[src/rtl/fp_pkg.sv]
// Shared types and defaults for the i8080 front-panel sequencer.
// Holds the sequencer state and command encodings plus the command decode helpers.
package fp_pkg;

  typedef enum logic [2:0] {
    IDLE,
    EX_OP,
    EX_LO,
    EX_HI,
    NX_OP,
    SETTLE,
    WRITE,
    STEP
  } fp_state_e;

  typedef enum logic [2:0] {
    CMD_NONE,
    CMD_EXAMINE,
    CMD_EXAMINE_NEXT,
    CMD_DEPOSIT,
    CMD_DEPOSIT_NEXT,
    CMD_STEP
  } fp_cmd_e;

  localparam logic [7:0] JMP_OPCODE_DEF = 8'hC3;
  localparam logic [7:0] NOP_OPCODE_DEF = 8'h00;

  // Fixed priority when several panel switches are hit in the same clk.
  function automatic fp_cmd_e fp_decode_cmd(input logic examine,
                                            input logic examine_next,
                                            input logic deposit,
                                            input logic deposit_next,
                                            input logic step);
    if (examine)      return CMD_EXAMINE;
    if (examine_next) return CMD_EXAMINE_NEXT;
    if (deposit)      return CMD_DEPOSIT;
    if (deposit_next) return CMD_DEPOSIT_NEXT;
    if (step)         return CMD_STEP;
    return CMD_NONE;
  endfunction

  function automatic fp_state_e fp_entry_state(input fp_cmd_e cmd);
    case (cmd)
      CMD_EXAMINE:      return EX_OP;
      CMD_EXAMINE_NEXT: return NX_OP;
      CMD_DEPOSIT:      return WRITE;
      CMD_DEPOSIT_NEXT: return NX_OP;
      CMD_STEP:         return STEP;
      default:          return IDLE;
    endcase
  endfunction

endpackage

[src/rtl/fp_ce_div.sv]
// Run-mode CPU clock-enable divider: one registered tick every CE_DIV clks.
// The sync clear parks the phase so run mode always starts from a known point.
module fp_ce_div #(
  parameter int CE_DIV = 2
) (
  input  logic clk,
  input  logic rst_n,
  input  logic clr,
  output logic tick
);

  localparam int CW = (CE_DIV > 1) ? $clog2(CE_DIV) : 1;
  localparam logic [CW-1:0] LAST = CW'(CE_DIV - 1);

  logic [CW-1:0] cnt_q;

  always_ff @(posedge clk or negedge rst_n) begin
    if (!rst_n) begin
      cnt_q <= '0;
      tick  <= 1'b0;
    end else if (clr) begin
      cnt_q <= '0;
      tick  <= 1'b0;
    end else if (cnt_q == LAST) begin
      cnt_q <= '0;
      tick  <= 1'b1;
    end else begin
      cnt_q <= cnt_q + 1'b1;
      tick  <= 1'b0;
    end
  end

endmodule

[src/rtl/front_panel_seq.sv]
// Front-panel sequencer: owns cpu_ce, injects JMP/NOP bytes into CPU reads
// and issues panel memory writes for examine/deposit/step commands.
module front_panel_seq
  import fp_pkg::*;
#(
  parameter int                    ADDR_WIDTH = 16,
  parameter int                    DATA_WIDTH = 8,
  parameter logic [DATA_WIDTH-1:0] JMP_OPCODE = DATA_WIDTH'(JMP_OPCODE_DEF),
  parameter logic [DATA_WIDTH-1:0] NOP_OPCODE = DATA_WIDTH'(NOP_OPCODE_DEF),
  parameter int                    CE_DIV     = 2,
  parameter int                    STEP_INSTR = 1,
  parameter int                    WD_CYCLES  = 64
) (
  input  logic                  clk,
  input  logic                  rst_n,
  input  logic                  run_sw,
  input  logic                  step_pulse,
  input  logic                  examine_pulse,
  input  logic                  examine_next_pulse,
  input  logic                  deposit_pulse,
  input  logic                  deposit_next_pulse,
  input  logic [ADDR_WIDTH-1:0] sw_addr,
  input  logic [DATA_WIDTH-1:0] sw_data,
  input  logic                  cpu_rd,
  input  logic                  cpu_sync,
  input  logic [ADDR_WIDTH-1:0] cpu_addr,
  output logic                  cpu_ce,
  output logic                  inject_en,
  output logic [DATA_WIDTH-1:0] inject_data,
  output logic                  mem_wr,
  output logic [ADDR_WIDTH-1:0] mem_addr,
  output logic [DATA_WIDTH-1:0] mem_wdata,
  output logic                  busy,
  output logic                  wd_err
);

  localparam int WDW = $clog2(WD_CYCLES + 1);
  localparam logic [WDW-1:0] WD_LAST = WDW'(WD_CYCLES - 1);

  fp_state_e        state_q, state_d;
  fp_cmd_e          cmd_q, cmd_in;
  logic [WDW-1:0]   wd_cnt_q;
  logic             wd_err_q;
  logic             step_seen_q;
  logic             div_tick, div_clr;
  logic             accept, rd_consumed, fetch_bnd, inject_state, wd_expire;

  assign cmd_in       = fp_decode_cmd(examine_pulse, examine_next_pulse, deposit_pulse,
                                      deposit_next_pulse, step_pulse);
  assign accept       = (state_q == IDLE) && !run_sw && (cmd_in != CMD_NONE);
  assign rd_consumed  = cpu_rd && cpu_ce;
  assign fetch_bnd    = cpu_sync && cpu_ce;
  assign inject_state = state_q inside {EX_OP, EX_LO, EX_HI, NX_OP};
  // A stalled CPU (no read taken) must not leave the bus hijacked forever.
  assign wd_expire    = inject_state && !rd_consumed && (wd_cnt_q == WD_LAST);

  // The divider only advances while genuinely free-running in run mode.
  assign div_clr = !((state_q == IDLE) && run_sw);

  fp_ce_div #(
    .CE_DIV (CE_DIV)
  ) u_ce_div (
    .clk   (clk),
    .rst_n (rst_n),
    .clr   (div_clr),
    .tick  (div_tick)
  );

  always_ff @(posedge clk or negedge rst_n) begin
    if (!rst_n) state_q <= IDLE;
    else        state_q <= state_d;
  end

  always_comb begin
    state_d = state_q;
    case (state_q)
      IDLE:   if (accept) state_d = fp_entry_state(cmd_in);
      EX_OP:  if (wd_expire) state_d = IDLE;
              else if (rd_consumed) state_d = EX_LO;
      EX_LO:  if (wd_expire) state_d = IDLE;
              else if (rd_consumed) state_d = EX_HI;
      EX_HI:  if (wd_expire) state_d = IDLE;
              else if (rd_consumed) state_d = SETTLE;
      NX_OP:  if (wd_expire) state_d = IDLE;
              else if (rd_consumed) state_d = SETTLE;
      SETTLE: if (fetch_bnd) state_d = (cmd_q == CMD_DEPOSIT_NEXT) ? WRITE : IDLE;
      WRITE:  state_d = IDLE;
      // The halted CPU already sits on a fetch boundary, so that first one is skipped.
      STEP:   if ((STEP_INSTR == 0) || (step_seen_q && fetch_bnd)) state_d = IDLE;
      default: state_d = IDLE;
    endcase
  end

  always_comb begin
    cpu_ce      = 1'b0;
    inject_en   = 1'b0;
    inject_data = '0;
    mem_wr      = 1'b0;
    mem_addr    = '0;
    mem_wdata   = '0;
    case (state_q)
      IDLE: cpu_ce = run_sw && div_tick;
      EX_OP: begin
        cpu_ce      = 1'b1;
        inject_en   = 1'b1;
        inject_data = JMP_OPCODE;
      end
      EX_LO: begin
        cpu_ce      = 1'b1;
        inject_en   = 1'b1;
        inject_data = DATA_WIDTH'(sw_addr[7:0]);
      end
      EX_HI: begin
        cpu_ce      = 1'b1;
        inject_en   = 1'b1;
        inject_data = DATA_WIDTH'(sw_addr[ADDR_WIDTH-1:8]);
      end
      NX_OP: begin
        cpu_ce      = 1'b1;
        inject_en   = 1'b1;
        inject_data = NOP_OPCODE;
      end
      SETTLE, STEP: cpu_ce = 1'b1;
      WRITE: begin
        mem_wr    = 1'b1;
        mem_addr  = cpu_addr;
        mem_wdata = sw_data;
      end
      default: cpu_ce = 1'b0;
    endcase
  end

  always_ff @(posedge clk or negedge rst_n) begin
    if (!rst_n) begin
      cmd_q       <= CMD_NONE;
      wd_cnt_q    <= '0;
      wd_err_q    <= 1'b0;
      step_seen_q <= 1'b0;
    end else begin
      if (accept) begin
        cmd_q    <= cmd_in;
        wd_err_q <= 1'b0;
      end else if (wd_expire) begin
        wd_err_q <= 1'b1;
      end
      if (inject_state && !rd_consumed && !wd_expire) wd_cnt_q <= wd_cnt_q + 1'b1;
      else                                            wd_cnt_q <= '0;
      step_seen_q <= (state_q == STEP);
    end
  end

  assign busy   = (state_q != IDLE);
  assign wd_err = wd_err_q;

endmodule

[config.mk]
export PLATFORM = sky130hd
export DESIGN_NAME = front_panel_seq
export DESIGN_NICKNAME = d
export VERILOG_FILES = /design/src/rtl/fp_pkg.sv /design/src/rtl/fp_ce_div.sv /design/src/rtl/front_panel_seq.sv
export SDC_FILE = /design/constraint.sdc
export NUM_CORES = 1
export LEC_CHECK = 0
export CAP_MARGIN = 20
export CORE_MARGIN = 2
export CORE_UTILIZATION = 35
export DETAILED_ROUTE_END_ITERATION = 16
export PLACE_DENSITY = 0.81
export RECOVER_POWER = 25
export SYNTH_ARGS = -nofsm -noshare
export SYNTH_HDL_FRONTEND = slang
export SYNTH_SLANG_ARGS = --single-unit
export TNS_END_PERCENT = 5
[constraint.sdc]
create_clock -name clk -period 2.1 [get_ports clk]
set_input_delay 0.42 -clock clk [delete_from_list [all_inputs] [get_ports clk]]
set_output_delay 0.42 -clock clk [all_outputs]
set_load 0.05 [all_outputs]
==> results by group, run 1 <==
Synthesis
  – Yosys cell types: 42
  – Yosys warns: 0
  – Mapped Area: 0.00122 mm^2
  – Primary FF master, synth: dfrtp_1
  – Synth area leader: dfrtp_1
  – Top-count cell post-synth: and2_1
  – Largest cells by area after synthesis: dfrtp_1 35%, and2_1 13%, nor2_1 6.8%, a21oi_1 4.5%, nand2_1 3.4%
  – Post-synth top area share: 34.8%
  – Post-synth EDFFs: 0
  – Syn avg cell area: 8.31 um^2
  – Cells after Synth: 147
  – Asr flop ratio synth: 100%
  – Part of the Yosys area used for sequential elements: 34.8%
  – Seq cells post-synth: 17
  – Top cells by count, synth: 25 x and2_1, 22 x nor2_1, 17 x dfrtp_1
  – Syn Nets: 198

Layout
  – N_diodes: 0
  – Area delta synth->final: 110%
  – Layout Cells excl Fill: 286
  – Layout Nets: 292
  – Ratio of cells with drive above 1 in the final layout: 26.3%

Timing
  – Worst setup margin: 0.0771 ns
  – Clock Skews: 0.00561 ns
  – Period minus WS final: 2.02 ns
  – # setup viols final: 0
  – Final hold violation count: 0
  – Fmax achieved: 0.494 GHz
  – Final Slew Violations: 0
  – Period utilization: 96.3%
  – Slew @ Worst Pin: 0.918 ns
  – Slew HR: 38.8%
  – RSZ-0062 raised after global routing: no

Floorplanning
  – Die H: 63.1 um
  – Std-Cell Rows: 21
  – Die W: 63.1 um
  – Core area: 0.00334 mm^2
  – # IOs: 87
  – Die area: 0.00398 mm^2
  – Effective utilization at floorplan: 36.6%

Clock tree
  – Clk_lat worst skew: 0.30 ns
  – Maximum buffer depth of the clock tree: 2
  – Post-CTS Hold Buffers: 0
  – Clock tree from TritonCTS: yes
  – CTS clk-pin slew, worst paths: 0.10 ns
  – H-tree levels: 1
  – CTS root buffer: clkbuf_4
  – Sink Count: 17
  – CTS buffer count: 3

Critical path
  – CP Cell Sequence: buf_4, nor3_4, nor2b_1, buf_12
  – Critical path arrival: 1.60 ns
  – Startpoint Class: flop
  – Crit end category: output port
  – Slowest-stage cell, CP: dfrtp_1
  – Delay-heaviest family, CP: simple AND/OR/NAND/NOR gates
  – Sum of buffers and inverters on the critical path: 2
  – Critical path class: flop to output port
  – Worst path required time: 1.68 ns
  – Slowest stage delay, CP: 0.44 ns
  – CP max FO: 14

GRT
  – Total track usage: 21.7%
  – Global route overflow: 0
  – Largest net degree at the start of global routing: 18
  – Antenna violations before repair: 0
  – First-pass GRT wire length: 6.70 mm
  – Vias in the first global route: 1302

Pwr
  – Sw frac: 48.6%
  – LEAKAGE: 1.10 nW
  – Internal Dissipation: 0.00141 W
  – VDD IR max: 0.568 mV
  – Pwr dens: 1070 mW/mm^2
  – Combinational Power Share: 75.4%
  – Flop pwr share: 17.9%
  – P_sw: 0.00133 W
  – Clk network pwr share: 6.6%

Drt
  – Iter 0 DRT Violations: 42
  – Wire length per cell: 15.2 um
  – Avg Vias per Cell: 4.83
  – Routed Antenna Nets: 0
  – Detailed Route WL: 4.33 mm
  – First-pass DRT Iterations: 4
  – Vias post-DR: 1380
  – # DRC: 0

Placed design
  – # port buffers: 86
  – DP HPWL: 3.51 mm
  – Cell Count Post-Placement: 280
  – Routability cong.: 0.787
  – Setup Slack @ Placement: 0.162 ns

Outcome
  – Outcome: finished clean

Min path
  – Hold Path Class: flop to flop

Run
  – Number of max-cap violations: 0
==> state kept, by name (all words and copies together) (netlist names) <==
name and cells:
step_seen_q 1, u_ce_div.cnt_q 1, u_ce_div.tick 1, cmd_q 3, state_q 3, wd_err 1, wd_cnt_q 7
==> timing repair <==
item | 4_1_cts | 5_1_grt
pin swaps | 0 | 1
resized for setup | 1 | 5
buffers inserted | 0 | 2
endpoints found under the setup margin | 24 | 28
==> cell families after synthesis <==
kind of cell	count (synthesis)	share of synthesized area [%]
XOR/XNOR	4	2.87
adder cells (fa/ha/maj)	1	1.02
multiplexers	4	3.28
flip-flops	17	34.8
AO/OA/AOI/OAI	29	15.1
AND/OR/NAND/NOR	82	38.3
buffers and inverters	10	4.61
==> cell usage in the layout, fill, tap and decap left out, drive strengths merged <==
cell / count
and2b: 1
and2: 25
a211o: 1
o32a: 1
a221oi: 1
a311oi: 1
or3: 1
nor3b: 2
a21oi: 11
clkdlybuf4s50: 49
o211a: 1
nand2b: 3
o21ai: 7
a211oi: 2
nor2b: 2
xnor2: 3
nor4: 2
nor2: 22
or2b: 1
buf: 45
nand2: 11
a21boi: 1
clkbuf: 5
nand3: 2
o22ai: 1
ha: 1
mux2i: 4
o31ai: 1
dlygate4sd3: 1
nor3: 6
inv: 3
dfrtp: 17
a21o: 1
xor2: 1
and3: 4
==> routing by layer <==
metal	vias to the layer above	routed length, um	GRT usage, %
li1	694	-	-
met1	637	1590	24.6
met2	39	2520	41.1
met3	10	156	3.93
met4	0	72	5.83
met5	-	0	0
==> final timing paths <==
kind                                startpoint             end  slack (ns)  cells after the start
worst min-delay path            u_ce_div.cnt_q  u_ce_div.cnt_q        0.43                      1
max in group asynchronous                rst_n      state_q[0]        0.73                      2
worst max register to register     wd_cnt_q[0]      state_q[1]        0.28                      6
worst min register to register  u_ce_div.cnt_q  u_ce_div.cnt_q        0.43                      1
min in group asynchronous                rst_n     wd_cnt_q[4]        0.76                      2
worst max-delay path                state_q[1]       inject_en        0.08                      4
==> stage by stage <==
step	utilization, %	TNS, ns	total power (W)	hold slack (ns)	instance area, um^2
2_1_floorplan	-	-2.97	0.00161	0.124	1230
3_3_place_gp	74.8	0	0.00245	0.401	2490
3_5_place_dp	74.8	0	0.00249	0.409	2490
4_1_cts	75.6	0	0.00268	0.422	2520
5_1_grt	76.8	0	0.00289	0.435	2560
6_report	76.8	0	0.00275	0.430	2560
==> final cells by class <==
cell class,count,area [um^2]
Tap cell,46,57.6
Fill cell,237,774
Timing Repair Buffer,96,1280
Inverter,3,11.3
Multi-Input combinational cell,120,759
Sequential cell,17,428
Clock buffer,4,26.3
==> worst reg2reg max path, delay by kind of cell (launching register included) <==
family,cells,cell delay (ns)
simple gates,3,0.71
flops,1,0.38
fa+ha+maj,1,0.20
compound gates,2,0.42
==> power groups by stage <==
| stage | clock network [W] | registers [W] | logic (W) |
|---|---|---|---|
| 2_1_floorplan | 0 | 0.000457 | 0.00115 |
| 3_3_place_gp | 0 | 0.000500 | 0.00194 |
| 3_5_place_dp | 0 | 0.000505 | 0.00199 |
| 4_1_cts | 0.000182 | 0.000501 | 0.00199 |
| 5_1_grt | 0.000201 | 0.000503 | 0.00218 |
| 6_report | 0.000182 | 0.000493 | 0.00207 |
(Power assumes the default switching activity.)
==> inputs of run 2 (changes only) <==
--- a/config.mk
+++ b/config.mk
@@ -5,11 +5,12 @@
 export SDC_FILE = /design/constraint.sdc
 export NUM_CORES = 1
 export LEC_CHECK = 0
+export ABC_AREA = 1
 export CAP_MARGIN = 20
 export CORE_MARGIN = 2
-export CORE_UTILIZATION = 35
+export CORE_UTILIZATION = 36
 export DETAILED_ROUTE_END_ITERATION = 16
-export PLACE_DENSITY = 0.81
+export PLACE_DENSITY = 0.8
 export RECOVER_POWER = 25
 export SYNTH_ARGS = -nofsm -noshare
 export SYNTH_HDL_FRONTEND = slang
==> constraint.sdc (replaced) <==
create_clock -name clk -period 1.9 [get_ports clk]
set_input_delay 0.38 -clock clk [delete_from_list [all_inputs] [get_ports clk]]
set_output_delay 0.38 -clock clk [all_outputs]
set_load 0.05 [all_outputs]
==> run 2 against run 1 <==
Compared with the run above: the run now ends with setup timing left; via count is 27% higher; synthesized cell count grew 39%; cell area grew 17%; sequential power up 4.5%.
==> results by group, run 2 <==
Synthesis
  – Mapped Area: 0.00132 mm^2
  – Cells after Synth: 205
  – Syn avg cell area: 6.44 um^2
  – Syn Nets: 256
  – Post-synth top area share: 32.2%
  – Primary FF master, synth: dfrtp_1
  – Yosys warns: 0
  – Yosys cell types: 26
  – Part of the Yosys area used for sequential elements: 32.2%
  – Top cells by count, synth: 49 x inv_1, 41 x nor2_1, 30 x nand2_1
  – Largest cells by area after synthesis: dfrtp_1 32%, inv_1 14%, nor2_1 12%, nand2_1 8.5%, nand3_1 8.3%
  – Seq cells post-synth: 17
  – Top-count cell post-synth: inv_1
  – Synth area leader: dfrtp_1
  – Post-synth EDFFs: 0
  – Asr flop ratio synth: 100%

Timing
  – Slew @ Worst Pin: 0.958 ns
  – Fmax achieved: 0.497 GHz
  – RSZ-0062 raised after global routing: yes
  – Final Slew Violations: 0
  – Final hold violation count: 0
  – Slew HR: 36.1%
  – Clock Skews: 0.00209 ns
  – Period utilization: 106%
  – Worst setup margin: -0.113 ns
  – Period minus WS final: 2.01 ns
  – # setup viols final: 34

Clock tree
  – H-tree levels: 1
  – Maximum buffer depth of the clock tree: 2
  – CTS clk-pin slew, worst paths: 0.10 ns
  – Clock tree from TritonCTS: yes
  – Post-CTS Hold Buffers: 0
  – CTS buffer count: 3
  – Clk_lat worst skew: 0.29 ns
  – Sink Count: 17
  – CTS root buffer: clkbuf_4

GRT
  – Vias in the first global route: 1812
  – Global route overflow: 0
  – First-pass GRT wire length: 9.16 mm
  – Antenna violations before repair: 0
  – Largest net degree at the start of global routing: 18
  – Total track usage: 28.0%

Critical path
  – Cell count of the worst reg-to-reg path: 9
  – Crit end category: output port
  – Slowest stage delay, CP: 0.44 ns
  – Critical path arrival: 1.63 ns
  – Critical path class: flop to output port
  – Startpoint Class: flop
  – CP Cell Sequence: buf_4, nor2_1, buf_4, nand3_1, nand3_1, buf_12
  – Worst path required time: 1.52 ns
  – Slowest-stage cell, CP: dfrtp_2
  – CP max FO: 8

Layout
  – Area delta synth->final: 126%
  – Layout Nets: 358
  – Layout Cells excl Fill: 352
  – Commonest non-fill, non-tap cell in the layout: clkdlybuf4s50_1
  – Max reg flops: 7
  – Reg with most FFs: wd_cnt_q
  – Largest regs: wd_cnt_q x7, cmd_q x3, state_q x3
  – Finished Cell Area: 0.00299 mm^2
  – Most frequent cells in the layout: 48 x clkdlybuf4s50_1, 44 x inv_1, 36 x buf_12
  – Layout Utilization: 87.5%
  – N_diodes: 0
  – Ratio of cells with drive above 1 in the final layout: 36.9%

Pwr
  – LEAKAGE: 1.38 nW
  – VDD IR max: 1.32 mV
  – Pwr dens: 1340 mW/mm^2

Drt
  – Avg Vias per Cell: 4.97
  – Wire length per cell: 15.5 um
  – # DRC: 0
  – Vias post-DR: 1751
  – First-pass DRT Iterations: 4
  – Routed Antenna Nets: 0
  – Iter 0 DRT Violations: 45
  – Detailed Route WL: 5.45 mm

Placed design
  – Dpl cell area: 0.00278 mm^2
  – Cell Count Post-Placement: 337
  – Routability cong.: 0.799
  – DP HPWL: 3.70 mm
  – # port buffers: 86
  – Setup Slack @ Placement: 0.0504 ns

Floorplanning
  – Die area: 0.00417 mm^2
  – # IOs: 87
  – Core area: 0.00342 mm^2
  – Std-Cell Rows: 21
  – Effective utilization at floorplan: 38.6%
  – Die H: 64.6 um
  – Die W: 64.6 um

Run
  – Number of max-cap violations: 0

Min path
  – Hold Path Class: flop to flop
  – Hold path depth: 1

Outcome
  – Failing checks: setup timing
  – Outcome: complete, but fails checks
run 2: cell types whose count changed in the layout (fill, tap and decap cells not counted), moves of 6 or more:
cell / delta
inv_1: +42
nor2_4: +27
and2_1: -25
nand3_1: +18
nand2_1: +17
a21oi_1: -10
o21ai_2: +7
nand4_1: +6
run 2: kinds of logic after synthesis:
kind of cell,Yosys count,share of synthesized area [%]
buf+inv,56,17.0
xor+xnor,1,0.664
fa+ha+maj,1,0.948
compound gates,18,8.72
simple gates,112,40.5
flops,17,32.2
run 2: metal layers:
metal  track usage [%]  wire [um]  up-vias
met1              31.4       2020      823
li1                  -          -      830
met5                 0          0        -
met2              53.6       2920       85
met3              5.38        400       13
met4              7.45        102        0
run 2: final timing paths:
check	start	to	slack, ns
setup / recovery	state_q[0]	inject_data[1]	-0.11
hold / removal	u_ce_div.cnt_q	u_ce_div.cnt_q	0.44
setup reg to reg	wd_cnt_q[0]	state_q[0]	0.25
hold reg to reg	u_ce_div.cnt_q	u_ce_div.cnt_q	0.44
max in group asynchronous	rst_n	state_q[0]	0.52
min in group asynchronous	rst_n	u_ce_div.cnt_q	0.74
run 2: area by class of cell:
| cell class | count | area (um^2) |
|---|---|---|
| inverters | 50 | 219 |
| multi-input cells | 132 | 901 |
| clock buffers | 4 | 26.3 |
| well taps | 46 | 57.6 |
| fillers | 163 | 427 |
| repair buffers | 101 | 1340 |
| flip-flops and latches | 17 | 427 |
| repair inverters | 2 | 20.0 |
run 2: power breakdown:
part	internal, W	switching (W)	leakage, nW
combinational	0.00142	0.00188	1.14
sequential	0.000453	0.0000616	0.225
clock	0.0000817	0.000114	0.0150
run 2: worst max-delay path: cells and delay by family, from the launching register on:
family / cells / cell delay [ns]
flip-flops: 1 / 0.44
buffers and inverters: 3 / 0.50
AND/OR/NAND/NOR: 3 / 0.40
run 2: through the flow:
step                      total power (W)  hold WS (ns)  setup TNS [ns]
after floorplan                   0.00222        0.0844           -5.18
after global placement            0.00340         0.412               0
after detailed placement          0.00343         0.419               0
after CTS                         0.00394         0.403          -0.437
after global routing              0.00421         0.445           -4.51
final                             0.00400         0.435           -2.40
run 2: what timing repair did:
item	in CTS	in global routing
resized for setup	28	0
buffers inserted	9	0
cloned	2	0
pin swaps	6	0
endpoints found under the setup margin	33	34
